==> src/rtl/fp_comparator_arbiter.sv <==
// Shares one FpComparator between two requesters behind a single tagged response channel.
// Define FP_CMP_ARB_ROUND_ROBIN_EN for round-robin arbitration; otherwise requester 0 has fixed priority.

package fp_cmp_pkg;
  localparam int XLEN = 32;
  typedef logic [XLEN-1:0] word_t;
  typedef struct packed {
    logic NV;
    logic DZ;
    logic OF;
    logic UF;
    logic NX;
  } fflags_t;
  typedef enum logic [2:0] {
    CMP_EQ  = 3'd0,
    CMP_LT  = 3'd1,
    CMP_LE  = 3'd2,
    CMP_MIN = 3'd3,
    CMP_MAX = 3'd4
  } FpComparatorCommand;
endpackage

module FpComparator
  import fp_cmp_pkg::*;
#(
  parameter int EXPONENT_WIDTH = 8,
  parameter int FRACTION_WIDTH = 23,
  parameter int WIDTH          = 1 + EXPONENT_WIDTH + FRACTION_WIDTH
) (
  input  logic               clk,
  input  logic               rst,
  input  FpComparatorCommand command,
  input  logic [WIDTH-1:0]   src1,
  input  logic [WIDTH-1:0]   src2,
  output word_t              intResult,
  output logic [WIDTH-1:0]   fpResult,
  output fflags_t            flags
);
  localparam logic [WIDTH-1:0] CANONICAL_NAN =
    {1'b0, {EXPONENT_WIDTH{1'b1}}, 1'b1, {(FRACTION_WIDTH-1){1'b0}}};

  logic w_unused;
  logic w_aNan, w_bNan, w_aSnan, w_bSnan, w_anyNan, w_anySnan;
  logic w_bothZero, w_magLt, w_magEq, w_ltTotal, w_lt, w_eq;

  // Clock and reset exist only to keep the shared-unit port shape; the datapath is combinational.
  assign w_unused  = clk ^ rst;

  assign w_aNan    = (&src1[WIDTH-2 -: EXPONENT_WIDTH]) && (|src1[FRACTION_WIDTH-1:0]);
  assign w_bNan    = (&src2[WIDTH-2 -: EXPONENT_WIDTH]) && (|src2[FRACTION_WIDTH-1:0]);
  assign w_aSnan   = w_aNan && !src1[FRACTION_WIDTH-1];
  assign w_bSnan   = w_bNan && !src2[FRACTION_WIDTH-1];
  assign w_anyNan  = w_aNan || w_bNan;
  assign w_anySnan = w_aSnan || w_bSnan;

  assign w_bothZero = (~|src1[WIDTH-2:0]) && (~|src2[WIDTH-2:0]);
  assign w_magLt    = src1[WIDTH-2:0] < src2[WIDTH-2:0];
  assign w_magEq    = src1[WIDTH-2:0] == src2[WIDTH-2:0];
  // Total order with -0 below +0; min/max rely on it, Lt/Le mask the signed-zero case.
  assign w_ltTotal  = (src1[WIDTH-1] != src2[WIDTH-1]) ? src1[WIDTH-1] :
                      (src1[WIDTH-1] ? !(w_magLt || w_magEq) : w_magLt);
  assign w_lt       = w_ltTotal && !w_bothZero;
  assign w_eq       = (src1 == src2) || w_bothZero;

  always_comb begin
    intResult = '0;
    fpResult  = '0;
    flags     = '0;
    case (command)
      CMP_EQ: begin
        intResult[0] = !w_anyNan && w_eq;
        flags.NV     = w_anySnan;
      end
      CMP_LT: begin
        intResult[0] = !w_anyNan && w_lt;
        flags.NV     = w_anyNan;
      end
      CMP_LE: begin
        intResult[0] = !w_anyNan && (w_lt || w_eq);
        flags.NV     = w_anyNan;
      end
      CMP_MIN, CMP_MAX: begin
        flags.NV = w_anySnan;
        if (w_aNan && w_bNan)                       fpResult = CANONICAL_NAN;
        else if (w_aNan)                            fpResult = src2;
        else if (w_bNan)                            fpResult = src1;
        else if ((command == CMP_MIN) == w_ltTotal) fpResult = src1;
        else                                        fpResult = src2;
      end
      default: ;
    endcase
  end
endmodule

module fp_comparator_arbiter
  import fp_cmp_pkg::*;
#(
  parameter int EXPONENT_WIDTH = 8,
  parameter int FRACTION_WIDTH = 23,
  parameter int WIDTH          = 1 + EXPONENT_WIDTH + FRACTION_WIDTH
) (
  input  logic                     clk,
  input  logic                     rst,
  input  logic [1:0]               reqValid,
  output logic [1:0]               reqReady,
  input  FpComparatorCommand [1:0] reqCommand,
  input  logic [1:0][WIDTH-1:0]    reqSrc1,
  input  logic [1:0][WIDTH-1:0]    reqSrc2,
  output logic                     respValid,
  input  logic                     respReady,
  output logic                     respId,
  output word_t                    respIntResult,
  output logic [WIDTH-1:0]         respFpResult,
  output fflags_t                  respFlags
);
  typedef enum logic [1:0] {IDLE, EXEC, RESP} state_t;

  state_t             r_state, w_nextState;
  FpComparatorCommand r_cmd;
  logic [WIDTH-1:0]   r_src1, r_src2, r_respFpResult;
  logic               r_id, r_respId;
  word_t              r_respIntResult;
  fflags_t            r_respFlags;
  logic               w_canGrant, w_grant, w_winner;
  word_t              w_intResult;
  logic [WIDTH-1:0]   w_fpResult;
  fflags_t            w_flags;

`ifdef FP_CMP_ARB_ROUND_ROBIN_EN
  logic r_lastGrant;

  assign w_winner = (&reqValid) ? ~r_lastGrant : ~reqValid[0];

  always_ff @(posedge clk) begin
    if (rst)          r_lastGrant <= 1'b1;
    else if (w_grant) r_lastGrant <= w_winner;
  end
`else
  assign w_winner = ~reqValid[0];
`endif

  always_ff @(posedge clk) begin
    if (rst) r_state <= IDLE;
    else     r_state <= w_nextState;
  end

  always_comb begin
    w_nextState = r_state;
    w_canGrant  = 1'b0;
    case (r_state)
      IDLE: begin
        w_canGrant = 1'b1;
        if (|reqValid) w_nextState = EXEC;
      end
      EXEC: w_nextState = RESP;
      RESP: begin
        if (respReady) begin
          w_canGrant  = 1'b1;
          w_nextState = (|reqValid) ? EXEC : IDLE;
        end
      end
      default: w_nextState = IDLE;
    endcase
  end

  // Reset masks the handshake so a request raised during reset is never told it was taken.
  assign w_grant  = w_canGrant && (|reqValid) && !rst;
  assign reqReady = w_grant ? (w_winner ? 2'b10 : 2'b01) : 2'b00;

  always_ff @(posedge clk) begin
    if (rst) begin
      r_cmd           <= CMP_EQ;
      r_src1          <= '0;
      r_src2          <= '0;
      r_id            <= 1'b0;
      r_respId        <= 1'b0;
      r_respIntResult <= '0;
      r_respFpResult  <= '0;
      r_respFlags     <= '0;
    end else begin
      if (w_grant) begin
        r_cmd  <= reqCommand[w_winner];
        r_src1 <= reqSrc1[w_winner];
        r_src2 <= reqSrc2[w_winner];
        r_id   <= w_winner;
      end
      if (r_state == EXEC) begin
        r_respId        <= r_id;
        r_respIntResult <= w_intResult;
        r_respFpResult  <= w_fpResult;
        r_respFlags     <= w_flags;
      end
    end
  end

  FpComparator #(
    .EXPONENT_WIDTH(EXPONENT_WIDTH),
    .FRACTION_WIDTH(FRACTION_WIDTH),
    .WIDTH         (WIDTH)
  ) u_cmp (
    .clk      (clk),
    .rst      (rst),
    .command  (r_cmd),
    .src1     (r_src1),
    .src2     (r_src2),
    .intResult(w_intResult),
    .fpResult (w_fpResult),
    .flags    (w_flags)
  );

  assign respValid     = (r_state == RESP);
  assign respId        = r_respId;
  assign respIntResult = r_respIntResult;
  assign respFpResult  = r_respFpResult;
  assign respFlags     = r_respFlags;
endmodule

==> config.mk <==
export PLATFORM = sky130hd
export DESIGN_NAME = fp_comparator_arbiter
export DESIGN_NICKNAME = d
export VERILOG_FILES = /design/src/rtl/fp_comparator_arbiter.sv
export SDC_FILE = /design/constraint.sdc
export NUM_CORES = 1
export LEC_CHECK = 0
export CAP_MARGIN = 20
export CORE_ASPECT_RATIO = 2
export CORE_MARGIN = 4
export CORE_UTILIZATION = 41
export DETAILED_ROUTE_END_ITERATION = 8
export MAX_ROUTING_LAYER = met4
export PLACE_DENSITY_LB_ADDON = 0.3
export SLEW_MARGIN = 10
export SYNTH_ARGS = -nofsm -noshare
export SYNTH_HDL_FRONTEND = slang
export SYNTH_SLANG_ARGS = --single-unit
==> constraint.sdc <==
create_clock -name clk -period 3.05 [get_ports clk]
set_input_delay 0.7625 -clock clk [delete_from_list [all_inputs] [get_ports clk]]
set_output_delay 0.7625 -clock clk [all_outputs]
set_load 0.01 [all_outputs]
## Word-level counts from Yosys, hierarchy flattened

Cells that the tools add are included.
W data, S select, Z words.

| storage, ports and cells | value |
|---|---|
| latch bits | 0 |
| input port bits | 139 |
| output and inout port bits | 73 |
| memories kept | 0 |
| word-level logic and storage cells | 85 |
| bits in read-only memories | 0 |
| memory bits (writable) | 0 |
| flip-flop bits (word level) | 105 |

| cells by class | value |
|---|---|
| bitwise gates (word level) | 1 |
| muxes and demuxes | 23 |
| reduce and logical (&&, ||, !) cells | 38 |
| multipliers | 0 |
| eq/ne operators | 12 |
| add/sub/neg operators | 0 |
| magnitude comparators | 2 |
| shift-type cells | 0 |
| divide/modulo/power cells | 0 |

Operators by type and width:

| kind | number |
|---|---|
| $mux W32 | 9 |
| $reduce_or A31 Y1 | 2 |
| $reduce_or A23 Y1 | 2 |
| $eq A32 B32 Y1 | 1 |
| $eq A31 B31 Y1 | 1 |
| $lt A31 B31 Y1 | 1 |
| $reduce_and A8 Y1 | 2 |
| $logic_and A1 B1 Y1 | 12 |
| $logic_not A1 Y1 | 8 |
| $mux W2 | 4 |
| $eq A3 B2 Y1 const B | 2 |
| $mux W3 | 2 |
| $pmux W2 S3 | 1 |
| $reduce_or A2 Y1 | 3 |
| $logic_or A1 B1 Y1 | 5 |
| $mux W1 | 4 |
| $pmux W1 S2 | 2 |
| $eq A3 B1 Y1 const B | 1 |
| $eq A3 B3 Y1 const B | 1 |
| $logic_not A3 Y1 | 1 |
| $pmux W1 S3 | 1 |
| $reduce_or A3 Y1 | 1 |
| $eq A2 B1 Y1 const B | 1 |
| $eq A2 B2 Y1 const B | 1 |
| 8 further kinds | 8 |

## Logic depth before layout (Yosys ltp)

Gate-level depths: netlist of run 1.

| logic depth | value |
|---|---|
| word-level depth | 11 |
| depth in mapped cells | 11 |

## By module

A second synthesis of run 1 with hierarchy kept.

| unflattened totals | value |
|---|---|
| cells, all modules | 951 |
| area, all modules | 7810.0 µm² |

By module, submodules not included:

| module | seq. area each (µm²) | cells an instance | times used | area an instance (µm²) |
|---|---|---|---|---|
| fp_comparator_arbiter | 2802.7 | 635 | 1 | 5696.7 |
| FpComparator | 0.0 | 316 | 1 | 2113.3 |

## Worst setup path before layout of run 1

Ideal clock, no wire load.

| path | value |
|---|---|
| path kind | register to register |
| start | register r_src2[29] |
| end | register r_respFpResult[22], in the netlist respFpResult[22] |
| arrival | 2.986 ns |
| period minus slack after synthesis | 3.114 ns |
| slack | -0.064 ns |
| cell stages (with the launch flop) | 12 |
| library setup time | 0.128 ns |
| cells stage by stage | dfxtp_1 inv_1 ha_1 nand4_2 or4_4 o31ai_2 o22ai_1 or3b_4 a2111oi_4 buf_6 mux2i_1 o21ai_1 |

| on the way | value |
|---|---|
| longest elaborated chain between the ends | 11 |
| elaborated cells between the ends (all ways) | 15 |
| classes of those cells | 1 x order compare; 2 x eq/ne; 7 x mux; 5 x reduce/logical |

Ends and longest elaborated chain:

| element | line | source |
|---|---|---|
| from (decl) | 120 | `logic [WIDTH-1:0] r_src1, r_src2, r_respFpResult;` |
| from (signal assigned) | 184 | `r_src2 <= reqSrc2[w_winner];` |
| $lt A31 B31 Y1 / $eq A31 B31 Y1 (equally long branches) | 57, 58 |  |
| $logic_or A1 B1 Y1 | 61 | `(src1[WIDTH-1] ? !(w_magLt \|\| w_magEq) : w_magLt);` |
| $logic_not A1 Y1 | 61 |  |
| $mux W1 | 61 |  |
| $mux W1 | 60 | `assign w_ltTotal = (src1[WIDTH-1] != src2[WIDTH-1]) ? src1[WIDTH-1] :` |
| $eq A1 B1 Y1 | 87 | `else if ((command == CMP_MIN) == w_ltTotal) fpResult = src1;` |
| $mux W32 | 87 |  |
| $mux W32 | 86 | `else if (w_bNan) fpResult = src1;` |
| $mux W32 | 85 | `else if (w_aNan) fpResult = src2;` |
| $mux W32 (*) | 84 | `if (w_aNan && w_bNan) fpResult = CANONICAL_NAN;` |
| $mux W32 (*) | 69 | `case (command)` |
| to (signal assigned) | 190 | `r_respFpResult <= w_fpResult;` |
| to (decl) | 120 |  |

Mark *: on every way between the ends. The rest lies on a longest branch, timed or not.
A chain may end at the register's enable or synchronous reset.

## Worst setup path after layout of run 1

| path | value |
|---|---|
| start | register r_src2[22] |
| end | register r_respFpResult[5], in the netlist respFpResult[5] |

The elaborated chain is that of the path after synthesis.

==> run summary, run 1 <==
The run finished, with violations left. The final reports fail on setup timing. The achievable frequency is 0.302 GHz.

Clock tree synthesis inserted a total of 9 buffers. The utilization of the core after routing is 63.1%. The number of core rows is 61. The remaining global-route overflow came out at 0. The length of the first detailed-routing pass in iterations came out at 5. The final wirelength is 19300 µm. The final-report setup violation count came out at 32. The routed wirelength normalized by instance count is ~17 µm. The worst hold path depth is 2. By startpoint and endpoint, the worst setup path is classified as reg2reg.

The worst register-to-register path has a depth of 12. Entering global routing, the biggest net connects 75 pins. The synthesized netlist contains 44 unique library cells. The yosys synthesis warning count came out at 0. The share of the yosys chip area belonging to registers came out at 35.5%. In this run the horizontal extent of the chip is 92.9 µm. After layout, the worst setup slack is -0.261 ns. The detailed-route vias per instance came out at between 5 and 6. Tracing the worst setup path back leads to its startpoint at r_src2[22]. In this run the critical register-to-register path is launched from r_src2[22]. Across the routed clock network, the largest skew measured is about 0.0096 ns. The power per unit of standard cell area came out at 494 nW/µm². The worst slack at placement came out at -0.202 ns.

The initial DRC count is around 300. The first global-routing pass estimated 29000 µm of wire. The buffer depth of the longest clock path is 2. The final route contains 5821 vias.

The worst path required time is roughly 3.3 ns. The placeable core region came out at 14000 µm². The slew at the pin closest to its max-slew limit came out at 0.953 ns.

Across the run, the number of max-cap violations was 0. The number of antenna diodes in the final layout is 0. The kind of end point of the critical path is a flip-flop.

The count of antenna-violating nets left after detailed routing came out at 0. In the layout the commonest cells are clkdlybuf4s50_1, mux2i_1, dfxtp_1. The clock network latency to the later pin of the worst-skew pair came out at 0.35 ns.

The initial utilization of the core area, before any placement, comes to 42.1%. The number of H-tree levels came out at 3. The clock net in this run drives a total of 105 sinks. The net count of the finished layout is about 1100.

The HPWL reported at the end of detailed placement is about 15000 µm. Setup repair after global routing could not meet its margin everywhere. The fraction of final layout cells with drive strength greater than 1 is ~16%.

The async set-reset flop share out of synthesis came out at 0%. The number of register bits inferred by synthesis came out at 105. The number of antenna violations at the first check in global routing is 0. The launch instance of the worst min-delay path is respFpResult[27]. The number of non-filler instances in the completed layout is 1109. Global routing used a little under a quarter of the available tracks.

The tightest min-delay check is of the reg2reg type. The area added between synthesis and finish is 49.8%. Along the worst path, the maximum fanout reaches 6. In this run the tool buffered the top-level ports with ~180 buffer cells. In the synthesized netlist, the number of instances is 679.

Walking the worst path, the cells encountered are inv_2 > ha_4 > nand4_1 > or4_4 > nor3_4 > o22ai_2 > or3b_4 > a2111oi_4 > buf_6 > buf_12 > mux2i_1 > o21ai_1. The largest individual stage delay along the critical path comes from the cell or4_4. Grouping stages by cell kind, the critical path spends the most delay in simple AND/OR/NAND/NOR gates. The last weighted congestion value of the routability-driven placer is 0.927. The average size of a mapped cell is 8.71 µm². The total design power came out at ~4400 µW. The leading cell type in the layout, fill and taps excluded is clkdlybuf4s50_1. The number of hold-slack violations in the final timing report is 0. The die height came out at 178 µm.

STA classifies the critical path startpoint as a flip-flop. Clock tree synthesis selected as its root buffer the cell clkbuf_16. The clock-pin slew reported for the worst setup and hold paths after clock tree synthesis is 0.07 ns. The shortest clock period the worst path allows after layout is around 3.3 ns. The floorplan step defined a die boundary enclosing 16500 µm². The number of remaining DRC errors is 0. The layout filler cell count is 1222. The mapped cell area came out at a little under 6000 µm². The I/O pin count is 212.

Setup total negative slack on the finished layout was measured at -7.06 ns. The worst register-to-register path ends at respFpResult[5]. The via count of the first global-routing pass is between 5000 and 6000. The worst relative slew slack came out at about 36%. Among all flip-flop cells after synthesis, the most frequent one is dfxtp_1.

The sum of buffers and inverters on the critical path is 3. The critical path data arrival time came out at 3.52 ns. The final count of pins violating max slew came out at 0. Counting flops with a built-in enable in the synthesized netlist gives 0. For this design the static power due to leakage is 0.00371 µW. TritonCTS built the clock tree. The number of placed cells counting well taps came out at 1082. The worst register-to-register path has a setup slack of -0.26 ns. The portion of the clock cycle consumed by the worst path in the final layout came out at 109%. The worst ir drop on vdd is 285 µV. The endpoint of the worst hold-timing path is respFpResult[27].

On the worst path, the slowest cell contributes a delay of ~0.60 ns.
-- worst min-delay path: stages (launching register included) --
cell and delay, ns:
dfxtp_1 0.31, nand2_1 0.05, o21ai_1 0.05
-- kinds of logic (layout without fill, tap and decap cells) --
| logic type | Yosys count | after routing | share of synthesized area [%] |
|---|---|---|---|
| flops | 105 | 105 | 35.5 |
| mux | 99 | 99 | 16.8 |
| fa+ha+maj | 31 | 31 | 6.56 |
| compound gates | 146 | 146 | 16.7 |
| other cells | 1 | 35 | 0.0634 |
| xor+xnor | 1 | 1 | 0.148 |
| simple gates | 187 | 187 | 14.7 |
| buf+inv | 109 | 316 | 9.52 |
-- worst max path at each step --
stage                        to  slack (ns)  cells after the start
2_1_floorplan  respFpResult[22]       0.002                     11
3_3_place_gp   respFpResult[16]       -0.13                     11
3_5_place_dp        reqReady[0]       -0.20                      6
4_1_cts        respFpResult[16]       -0.18                     12
5_1_grt         respFpResult[5]       -0.37                     12
6_report        respFpResult[5]       -0.26                     12
-- power by group --
part | internal, µW | switching [µW]
sequential | 1490 | 96.1
clock | 682 | 507
combinational | 845 | 754
-- cell usage after synthesis (all sizes together) (7+ instances only) --
library cell / instances / area (µm²)
dfxtp: 105 / 2100
mux2i: 99 / 991
nor2: 80 / 300
a211oi: 74 / 556
nand2: 44 / 165
buf: 43 / 315
o21ai: 42 / 210
inv: 34 / 128
clkbuf: 32 / 120
ha: 31 / 388
nor4: 17 / 106
a21oi: 14 / 70.1
nand4: 12 / 81.3
nor3: 7 / 40.0
-- layout make-up --
| type | count | area, µm² | share of cell area (%) |
|---|---|---|---|
| Clock buffer | 12 | 256 | 2.89 |
| Clock inverter | 4 | 51.3 | 0.579 |
| Multi-Input combinational cell | 499 | 3560 | 40.2 |
| Inverter | 34 | 128 | 1.44 |
| Tap cell | 189 | 236 | 2.67 |
| Sequential cell | 105 | 2110 | 23.9 |
| Timing Repair Buffer | 266 | 2510 | 28.4 |
-- metal layers --
layer	global-route usage (%)	vias up	wire length, µm
met4	13.2	0	963
met5	-	-	0
met1	21.2	2708	6320
li1	-	2848	-
met3	2.80	58	912
met2	44.7	207	11100
-- flip-flops by register name, summed over array words and instances (netlist names) --
name,count
respIntResult,1
respFlags,1
respId,1
r_src2,32
r_state,2
r_src1,32
r_id,1
r_cmd,3
respFpResult,32
-- what timing repair did --
item | CTS | global route
hold buffers | 0 | 0
setup endpoints to repair | 34 | 33
cloned | 2 | 2
pin swaps | 0 | 3
gates resized for setup | 17 | 13
buffers inserted | 8 | 1
-- per-stage QoR --
step	hold WS [ns]	area (µm²)
floorplan	0.432	6120
global placement	0.435	8320
detailed placement	0.440	8320
CTS	0.450	8820
global route	0.474	8860
finish	0.444	8860
No activity file was read; power rests on OpenSTA's default activity.
==> run 2: changes to the inputs <==
SLEW_MARGIN = default   (was 10)
==> results of run 2 <==
No change in the layout: final DEF, timing and power equal those of run 1.
==> run 3: changes to the inputs <==
CTS_CLUSTER_DIAMETER = 150   (was default)
==> results of run 3 <==
No change in the layout: final DEF, timing and power equal those of run 1.
